## config.mk

```make
export PLATFORM = sky130hd
export DESIGN_NAME = signal_monitor
export DESIGN_NICKNAME = d
export VERILOG_FILES = /design/src/rtl/signal_monitor.sv
export SDC_FILE = /design/constraint.sdc
export NUM_CORES = 1
export LEC_CHECK = 0
export ABC_AREA = 0
export BUFFER_PORTS_ARGS = -buffer_cell sky130_fd_sc_hd__buf_4
export CORE_MARGIN = 3
export CORE_UTILIZATION = 35
export DETAILED_ROUTE_END_ITERATION = 8
export GPL_TIMING_DRIVEN = 0
export HOLD_SLACK_MARGIN = 0.06
export PLACE_DENSITY = 0.54
export SYNTH_ARGS = -nofsm -noshare
export SYNTH_HDL_FRONTEND = slang
export SYNTH_SLANG_ARGS = --single-unit
```

## constraint.sdc

```tcl
create_clock -name clk -period 2.8 [get_ports clk]
set_clock_uncertainty 0.1 [all_clocks]
set_input_delay 0.14 -clock clk [delete_from_list [all_inputs] [get_ports clk]]
set_output_delay 0.14 -clock clk [all_outputs]
set_load 0.02 [all_outputs]
```

## src/rtl/signal_monitor.sv

```systemverilog
// Safety supervisor for the traffic/pedestrian light controller: flags lamp conflicts, bad codes, bad steps and stuck states.
// Outputs are registered, so a violation sampled at edge N is visible right after edge N.
module signal_monitor #(
  parameter int MAX_DWELL   = 15,
  parameter int ARM_CYCLES  = 2,
  parameter int REL_TIMEOUT = 4,
  parameter int CNT_W       = 8
) (
  input  logic             clk,
  input  logic             rst,
  input  logic [2:0]       estado,
  input  logic [4:0]       saida,
  input  logic             maint,
  input  logic             clr,
  output logic             fault,
  output logic [2:0]       fault_code,
  output logic [CNT_W-1:0] fault_cnt
);

  localparam int DW = $clog2(MAX_DWELL + 1);
  localparam int AW = $clog2(ARM_CYCLES + 1);
  localparam int TW = $clog2(REL_TIMEOUT + 1);

  localparam logic [2:0] EST1  = 3'b000;
  localparam logic [2:0] EST2  = 3'b100;
  localparam logic [2:0] EST3  = 3'b001;
  localparam logic [2:0] EST4  = 3'b101;
  localparam logic [2:0] INDEF = 3'b010;

  typedef enum logic [1:0] {ARM, RUN, FAULT, RELEASE} state_t;

  state_t          state;
  logic [AW-1:0]   arm_cnt;
  logic [DW-1:0]   dwell;
  logic [TW-1:0]   rel_tmr;
  logic [2:0]      prev_estado;

  logic            code_ok;
  logic            step_ok;
  logic [DW-1:0]   dwell_next;
  logic [2:0]      run_code;
  logic [CNT_W-1:0] cnt_inc;

  always_comb begin
    code_ok = (estado inside {EST1, EST2, EST3, EST4, INDEF});
    // Entry into INDEF is never a legal step while running, so it is simply absent here.
    step_ok = (estado == prev_estado)
            || (prev_estado == EST1 && estado == EST2)
            || (prev_estado == EST2 && estado == EST3)
            || (prev_estado == EST3 && estado == EST4)
            || (prev_estado == EST4 && estado == EST1);

    dwell_next = '0;
    if (estado == prev_estado)
      dwell_next = (dwell == DW'(MAX_DWELL)) ? dwell : dwell + 1'b1;

    run_code = 3'd0;
    if (saida[2] & saida[0])          run_code = 3'd1;
    else if (saida[4] & saida[2])     run_code = 3'd2;
    else if (!code_ok)                run_code = 3'd3;
    else if (!step_ok)                run_code = 3'd4;
    else if (dwell_next == DW'(MAX_DWELL)) run_code = 3'd5;
    else if (maint)                   run_code = 3'd7;

    cnt_inc = (fault_cnt == '1) ? fault_cnt : fault_cnt + 1'b1;
  end

  always_ff @(posedge clk) begin
    if (!rst) begin
      state       <= ARM;
      arm_cnt     <= '0;
      dwell       <= '0;
      rel_tmr     <= '0;
      prev_estado <= EST1;
      fault       <= 1'b0;
      fault_code  <= 3'd0;
      fault_cnt   <= '0;
    end else begin
      prev_estado <= estado;
      unique case (state)
        ARM: begin
          dwell <= dwell_next;
          if (arm_cnt == AW'(ARM_CYCLES - 1)) state <= RUN;
          else arm_cnt <= arm_cnt + 1'b1;
        end
        RUN: begin
          dwell <= dwell_next;
          if (run_code != 3'd0) begin
            state      <= FAULT;
            fault      <= 1'b1;
            fault_code <= run_code;
            fault_cnt  <= cnt_inc;
          end
        end
        FAULT: begin
          dwell <= '0;
          if (clr && !maint) begin
            state   <= RELEASE;
            fault   <= 1'b0;
            rel_tmr <= '0;
          end
        end
        RELEASE: begin
          dwell <= '0;
          if (!code_ok) begin
            state      <= FAULT;
            fault      <= 1'b1;
            fault_code <= 3'd3;
            fault_cnt  <= cnt_inc;
          end else if (estado == EST1) begin
            state      <= RUN;
            fault_code <= 3'd0;
          end else if (rel_tmr == TW'(REL_TIMEOUT - 1)) begin
            state      <= FAULT;
            fault      <= 1'b1;
            fault_code <= 3'd6;
            fault_cnt  <= cnt_inc;
          end else begin
            rel_tmr <= rel_tmr + 1'b1;
          end
        end
      endcase
    end
  end

endmodule
```

# [Word-level counts from Yosys, hierarchy flattened]
# Cells that the tools add are included.
[totals] regBits=26 inputBits=12 elab_cells=104
[classes] add_sub_neg=4 eq_ne=25 mux=38 bitwise=3 reduce_logical=26
[op_table] cell="$mux W3" n=14
[op_table] cell="$mux W8" n=5
[op_table] cell="$pmux W8 S2" n=1
[op_table] cell="$eq A3 B3 Y1 const B" n=4
[op_table] cell="$mux W2" n=6
[op_table] cell="$ne A2 B2 Y1 const B" n=6
[op_table] cell="$pmux W3 S2" n=2
[op_table] cell="$reduce_and A5 Y1" n=2
[op_table] cell="$add A8 B1 Y8 const B" n=1
[op_table] cell="$eq A4 B4 Y1 const B" n=2
[op_table] cell="$eq A8 B8 Y1 const B" n=1
[op_table] cell="$mux W4" n=2
[op_table] cell="$pmux W2 S4" n=1
[op_table] cell="$pmux W4 S2" n=1
[op_table] cell="$reduce_and A4 Y1" n=2
[op_table] cell="$eq A3 B1 Y1 const B" n=2
[op_table] cell="$eq A3 B2 Y1 const B" n=2
[op_table] cell="$logic_not A3 Y1" n=2
[op_table] cell="$ne A3 B3 Y1 const B" n=2
[op_table] cell="$reduce_bool A3 Y1" n=2
[op_table] cell="$logic_and A1 B1 Y1" n=5
[op_table] cell="$mux W1" n=5
[op_table] cell="$reduce_bool A5 Y1" n=1
[op_table] cell="$add A4 B1 Y4 const B" n=1
[op_table] cell="16 further kinds" n=24

# [Logic depth before layout (Yosys ltp)]
# Gate-level depths: netlist of run 1.
[depth] ltp_word=13 mapped_depth=8

# [Worst setup path before layout of run 1]
# Ideal clock, no wire load.
[synth_timing] path_type="register to register" from="register dwell[0]" to="register fault_cnt[2]" setup_time_ns=0.070 arrival_time_ns=2.020 required_time_ns=2.630 path_slack_ns=0.609 path_stages_with_launch=8 synth_period_minus_slack_ns=2.191 path_cell_list="dfxtp_1 > ha_1 > or4bb_1 > nand3_1 > a221oi_2 > buf_6 > or4_1 > a21boi_1"
[synth_via] elab_chain_len=12
[synth_lines] element="from (decl)" line_no="34" rtl="logic [DW-1:0] dwell;"
[synth_lines] element="from (signal assigned)" line_no="82" rtl="dwell <= dwell_next;"
[synth_lines] element="from (signal assigned)" line_no="87" rtl="dwell <= dwell_next;"
[synth_lines] element="$add A4 B1 Y4 or $eq A4 B4 Y1 (tied branches)" line_no="55" rtl="dwell_next = (dwell == DW'(MAX_DWELL)) ? dwell : dwell + 1'b1;"
[synth_lines] element="$mux W4 *" line_no="55"
[synth_lines] element="$mux W4 *" line_no="54" rtl="if (estado == prev_estado)"
[synth_lines] element="$eq A4 B4 Y1 *" line_no="62" rtl="else if (dwell_next == DW'(MAX_DWELL)) run_code = 3'd5;"
[synth_lines] element="$mux W3 *" line_no="62"
[synth_lines] element="$mux W3 *" line_no="61" rtl="else if (!step_ok) run_code = 3'd4;"
[synth_lines] element="$mux W3 *" line_no="60" rtl="else if (!code_ok) run_code = 3'd3;"
[synth_lines] element="$mux W3 *" line_no="59" rtl="else if (saida[4] & saida[2]) run_code = 3'd2;"
[synth_lines] element="$mux W3 *" line_no="58" rtl="if (saida[2] & saida[0]) run_code = 3'd1;"
[synth_lines] element="$reduce_bool A3 Y1 *" line_no="88" rtl="if (run_code != 3'd0) begin"
[synth_lines] element="$ne A2 B2 Y1 (no source line) *"
[synth_lines] element="$reduce_and A4 Y1 (no source line) *"
[synth_lines] element="to (signal assigned)" line_no="92" rtl="fault_cnt <= cnt_inc;"
[synth_lines] element="to (signal assigned)" line_no="109" rtl="fault_cnt <= cnt_inc;"
[synth_lines] element="to (signal assigned)" line_no="117" rtl="fault_cnt <= cnt_inc;"
[synth_lines] element="to (decl)" line_no="17" rtl="output logic [CNT_W-1:0] fault_cnt"
# Every way passes the cells marked *; elsewhere a longest branch is shown, timed or not.
# A chain may end at the register's enable or synchronous reset.

# [Worst setup path after layout of run 1]
# Same ends and word-level chain as after synthesis.

==> impl_metrics.toml, run 1 <==
[job]
drv_cap = 0

[sta]
tightest_slew_ns = 0.666
setup_ws_ns = 0.278
min_period_ns = 2.52
finalHoldViolations = 0
final.period_utilization = 0.901
fmax_mhz = 396
slew_violations = 0
relSlewSlack = 0.552
setup_viol = 0
setup_tns_ns = 0
rsz0062_at_grt = "false"

[pwr]
p_per_area_nw_per_um2 = 614
ir_worst_vdd_mv = 0.324
p_leak_uw = 0.000694
power_uw = 1130

[detailed_routing]
drt_wl_total_um = 3750
drc = 0
ant_nets = 0
num_vias = 1453
wl_per_cell_um = 14.5
firstDrtPassIters = 4
via_per_inst = 5.61
drt_first_iter_violations = 82

[clock_network]
path_clk_slew_ns = 0.09
cts_tree = "done"
worstSkewPairLatency_ns = 0.27
clock-root-buffer = "clkbuf_8"
post_cts_buffers = 0
cts_buffers = 3
cts_sinks = 26
clk_path_buf_depth = 2
htreeDepth = 1

[worst_setup_path]
critPathKind = "reg -> reg"
required_ns = 2.90
endpoint_kind = "flop"
start_kind = "flop"
cp_max_fo = 10
cp_slowest_stage_delay_ns = 0.52
worstPathArrival_ns = 2.62
path_cells = "ha_1 > or4bb_1 > nand3_1 > a221oi_2 > buf_6 > or4_1 > a21boi_1"
crit_slowest_cell = "or4bb_1"

[placement]
preCtsSetupSlack_ns = 0.158
gp_congestion = 0.789
dpl.hpwl_um = 2870
io_buffers = 18
place_inst = 254

[finish]
final_layout_size_suffix_gt1_frac = 0.163
fin_cells = 259
postLayoutCoreUtil = 0.442
nNetsFinal = 228
syn_to_final_growth_pct = 16.8
multiInputGateArea_um2 = 976
seq_area_um2 = 520
antennaDiodeCount = 0
n_fill_cell = 420

[synth]
yosys_register_bits = 26
avgSynthCellArea_um2 = 8.49
synth_top_area_frac = 0.330
seq_area_frac_synth = 0.330
syn_area_um2 = 1580
synthTopCellsByArea = "dfxtp_1 33%, mux2i_1 5.7%, nand2_1 4.5%"
synth-edff-count = 0
synth_nets = 203
syn_inst = 186
ys.flop_type = "dfxtp_1"
synthArstFlopShare = 0
yosys.area.top_type = "dfxtp_1"
yosysWarningCount = 0
yosysUniqueCellTypes = 47

[floorplan]
core_um2 = 4170
die_x_um = 73.2
die-area_um2 = 5350
chipHeight_um = 73.2
ios = 24
rows = 23
start_util = 0.378

[status]
status = "finished, final reports clean"

[global_routing]
gr-usage-met3 = 0.0220
busiest_layer = "met2"
use_met1 = 0.184
grt_max_degree = 14
grt_pass1_wl_um = 6380
use_met2 = 0.265
grt_usage = 0.151
antenna_found_initial = 0
overflow = 0
grt_pass1_vias = 1413

[worst_hold_path]
min-delay-path-class = "in -> reg"
## final cells by class
type                       count  area share
multi-input combinational    143       0.529
timing repair buffer          20      0.0841
tap                           50      0.0339
inverter                       6      0.0122
sequential                    26       0.282
clock buffer                   3      0.0224
buffer                        11      0.0360
## report_power, final
part,leakage [uW],internal [uW],total (uW),switching (uW)
Clock,0.0000216,96.5,214,117
Sequential,0.000212,426,462,35.6
Combinational,0.000461,193,458,265
Total,0.000694,715,1130,417
## timing repair
item	4_1_cts	5_1_grt
gates resized for setup	0	1
hold endpoints to repair	2	0
hold buffers	2	0
setup endpoints to repair	0	2
## final timing paths
check | startpoint | endpoint | slack, ns | cells past startpoint
min | rst | fault_cnt[7]$_SDFFE_PN0P_ | 0.08 | 3
min reg2reg | rel_tmr[1]$_SDFFE_PN0P_ | rel_tmr[1]$_SDFFE_PN0P_ | 0.39 | 2
max reg2reg | dwell[0]$_SDFF_PP0_ | fault_cnt[2]$_SDFFE_PN0P_ | 0.28 | 7
max | dwell[0]$_SDFF_PP0_ | fault_cnt[2]$_SDFFE_PN0P_ | 0.28 | 7
## cell usage after synthesis, types with 2 or more instances
library cell and count:
a21boi_0 2, a21o_1 3, a21oi_1 8, a31o_2 2, and2_1 5, buf_2 2, buf_6 3, clkbuf_1 6
dfxtp_1 26, ha_1 5, inv_1 6, mux2i_1 9, nand2_1 19, nand2b_1 7, nand3_1 9, nand3b_1 2
nand4_1 4, nor2_1 9, nor2b_1 3, nor3_1 6, nor4_1 4, o211ai_1 5, o21ai_0 5, o221ai_1 3
o31ai_1 3, or4_1 3, or4bb_1 2, xnor2_1 3, xor2_1 4
## cell usage in the layout (no fill, tap or decap), types with 6 or more instances in the layout
master	count
a21oi_1	8
mux2i_1	9
nor2_1	9
clkbuf_1	6
buf_4	18
nand2b_1	7
dfxtp_1	26
nand3_1	9
inv_1	6
nor3_1	6
nand2_1	19
## cells by family (layout without fill, tap and decap cells)
family,after synthesis,in the layout,synth area share
and+or+nand+nor,79,79,0.280
AOI/OAI and AO/OA,43,43,0.199
DFF,26,26,0.330
buffers and inverters,17,40,0.0563
muxes,9,9,0.0571
xor gates and xnor gates,7,7,0.0388
adders and majority gates,5,5,0.0396
## state kept, by name, summed over array words and instances (netlist names)
register	cells
fault_code	3
dwell	4
fault	1
rel_tmr	3
prev_estado	3
arm_cnt	2
fault_cnt	8
state	2
## worst max-delay path: cells and delay by family (launching register included)
family / cells / cell delay, ns
AO/OA/AOI/OAI: 2 / 0.27
adder cells (fa/ha/maj): 1 / 0.32
buffers and inverters: 1 / 0.19
flip-flops: 1 / 0.46
AND/OR/NAND/NOR: 3 / 1.11
## per-layer routing
layer / part of all wire / vias up
met4: 0.021 / 0
met3: 0.025 / 8
met5: 0 / -
li1: - / 734
met2: 0.52 / 28
met1: 0.44 / 683
## metrics by stage
stage	instance area (um^2)	hold WS, ns
after global placement	1780	0.287
final	1840	0.0788
after CTS	1840	0.0770
after detailed placement	1780	0.289
after global routing	1840	0.0704
after floorplan	1580	0.196
Power figures use the tool's default switching activity.
==> run 2, diff against run 1 <==
--- a/config.mk
+++ b/config.mk
@@ -7,6 +7,7 @@
 export LEC_CHECK = 0
 export ABC_AREA = 0
 export BUFFER_PORTS_ARGS = -buffer_cell sky130_fd_sc_hd__buf_4
+export CORE_ASPECT_RATIO = 0.8
 export CORE_MARGIN = 3
 export CORE_UTILIZATION = 35
 export DETAILED_ROUTE_END_ITERATION = 8
==> run 2 against run 1 <==
Net effect:
- non-clock buffer count did not move
- total power rose by 2.8%
- final area rose by 1.2%
- clock-buffer cell count rose by 1
- sequential share of layout area fell by 0.34 points
==> impl_metrics.toml, run 2 (synthesis results as in run 1) <==
[finish]
seq_area_um2 = 520
nNetsFinal = 228
regMostFlops = "fault_cnt"
postLayoutCoreUtil = 0.439
multiInputGateArea_um2 = 976
final_cell_mix = "26 x dfxtp_1, 19 x nand2_1, 18 x buf_4"
n_fill_cell = 444
syn_to_final_growth_pct = 18.2
final_layout_size_suffix_gt1_frac = 0.167
largest_register_ffs = 8
final_common_cell = "dfxtp_1"
top_regs = "fault_cnt x8, dwell x4"
antennaDiodeCount = 0

[sta]
setup_viol = 0
setup_tns_ns = 0
slew_violations = 0
finalHoldViolations = 0
relSlewSlack = 0.545
fmax_mhz = 408
final.period_utilization = 0.876
tightest_slew_ns = 0.677
min_period_ns = 2.45
rsz0062_at_grt = "false"

[worst_hold_path]
whs_path_depth = 3
worstHoldStart = "rst"
min_to = "fault_cnt[4]$_SDFFE_PN0P_"
min-delay-path-class = "in -> reg"

[clock_network]
cts_sinks = 26
cts_tree = "done"
post_cts_buffers = 0
worstSkewPairLatency_ns = 0.27
path_clk_slew_ns = 0.09
clock-root-buffer = "clkbuf_8"
clk_path_buf_depth = 2
cts_buffers = 3
htreeDepth = 1

[global_routing]
overflow = 0
grt_pass1_wl_um = 6470
antenna_found_initial = 0
grt_pass1_vias = 1323
grt_max_degree = 15
grt_usage = 0.155

[detailed_routing]
drc = 0
drt_wl_total_um = 3660
wl_per_cell_um = 13.7
firstDrtPassIters = 4
drt_first_iter_violations = 65
num_vias = 1469
ant_nets = 0
via_per_inst = 5.50

[worst_setup_path]
required_ns = 2.91
path_cells = "ha_1 > or4bb_1 > nand3_1 > a221oi_2 > buf_6 > nor4_1 > mux2i_1"
r2r_cells = 7
cp_slowest_stage_delay_ns = 0.50
timing.rr.end = "fault_cnt[5]$_SDFFE_PN0P_"
crit_slowest_cell = "or4bb_1"
start_kind = "flop"
cp_max_fo = 10
regToRegStartpoint = "dwell[0]$_SDFF_PP0_"
worstPathArrival_ns = 2.56
endpoint_kind = "flop"
regToRegSetupSlack_ns = 0.35
critPathKind = "reg -> reg"

[floorplan]
core_um2 = 4260
start_util = 0.371
die-area_um2 = 5360
ios = 24
rows = 21
chipHeight_um = 66.1
die_x_um = 81.1

[placement]
io_buffers = 18
dpl.hpwl_um = 2780
gp_congestion = 0.791

[pwr]
ir_worst_vdd_mv = 0.443
p_per_area_nw_per_um2 = 624
p_leak_uw = 0.000702

[status]
status = "finished, final reports clean"

[job]
drv_cap = 0
## run 2: cell count changes in the layout (fill, tap and decap cells not counted), sizes merged
cell / previous run / this run
clkbuf: 9 / 10
## run 2: what timing repair did
action	CTS	global route
setup endpoints to repair	0	3
hold buffers	2	0
endpoints found under the hold margin	2	0
gates resized for setup	0	1
## run 2: worst max path at each step
| stage | start | endpoint | slack, ns | cells past startpoint |
|---|---|---|---|---|
| 2_1_floorplan | dwell[0]$_SDFF_PP0_ | fault_cnt[2]$_SDFFE_PN0P_ | 0.61 | 7 |
| 3_3_place_gp | state[0]$_SDFFE_PN0P_ | fault_code[0]$_SDFFE_PN0P_ | 0.28 | 6 |
| 3_5_place_dp | state[0]$_SDFFE_PN0P_ | fault_code[1]$_SDFFE_PN0P_ | 0.18 | 6 |
| 4_1_cts | state[0]$_SDFFE_PN0P_ | fault_code[1]$_SDFFE_PN0P_ | 0.16 | 6 |
| 5_1_grt | state[0]$_SDFFE_PN0P_ | fault_code[0]$_SDFFE_PN0P_ | 0.13 | 6 |
| 6_report | dwell[0]$_SDFF_PP0_ | fault_cnt[5]$_SDFFE_PN0P_ | 0.35 | 7 |
## run 2: worst max-delay path: cells and delay by family (launching register included)
family	cells	cell delay [ns]
compound gates	1	0.09
buf+inv	1	0.18
flops	1	0.46
mux	1	0.22
simple gates	3	1.03
fa+ha+maj	1	0.31
## run 2: report_power, final
group          internal, uW  switching, uW
combinational           192            266
clock                   126            119
sequential              426           37.1
total                   744            421
## run 2: metrics by stage
stage               power [uW]  hold slack [ns]  worst slack (ns)  instance area (um^2)  cells
CTS                       1180           0.0682             0.164                  1860    267
global route              1270           0.0860             0.130                  1870    267
floorplan                  802            0.196             0.609                  1580    186
global placement           909            0.288             0.285                  1790    261
detailed placement         925            0.291             0.180                  1790    261
finish                    1160           0.0701             0.347                  1870    267
## run 2: metal layers
layer / wire length, um / global-route usage / vias to the layer above
li1: - / - / 738
met1: 1710 / 0.215 / 683
met2: 1680 / 0.245 / 43
met3: 238 / 0.0341 / 5
met4: 29 / 0.0316 / 0
met5: 0 / 0 / -
## run 2: final cells by class
| cell class | instances | share of cell area |
|---|---|---|
| Multi-Input combinational cell | 143 | 0.523 |
| Sequential cell | 26 | 0.279 |
| Timing Repair Buffer | 20 | 0.0831 |
| Tap cell | 57 | 0.0382 |
| Buffer | 11 | 0.0355 |
| Clock buffer | 4 | 0.0295 |
| Inverter | 6 | 0.0121 |
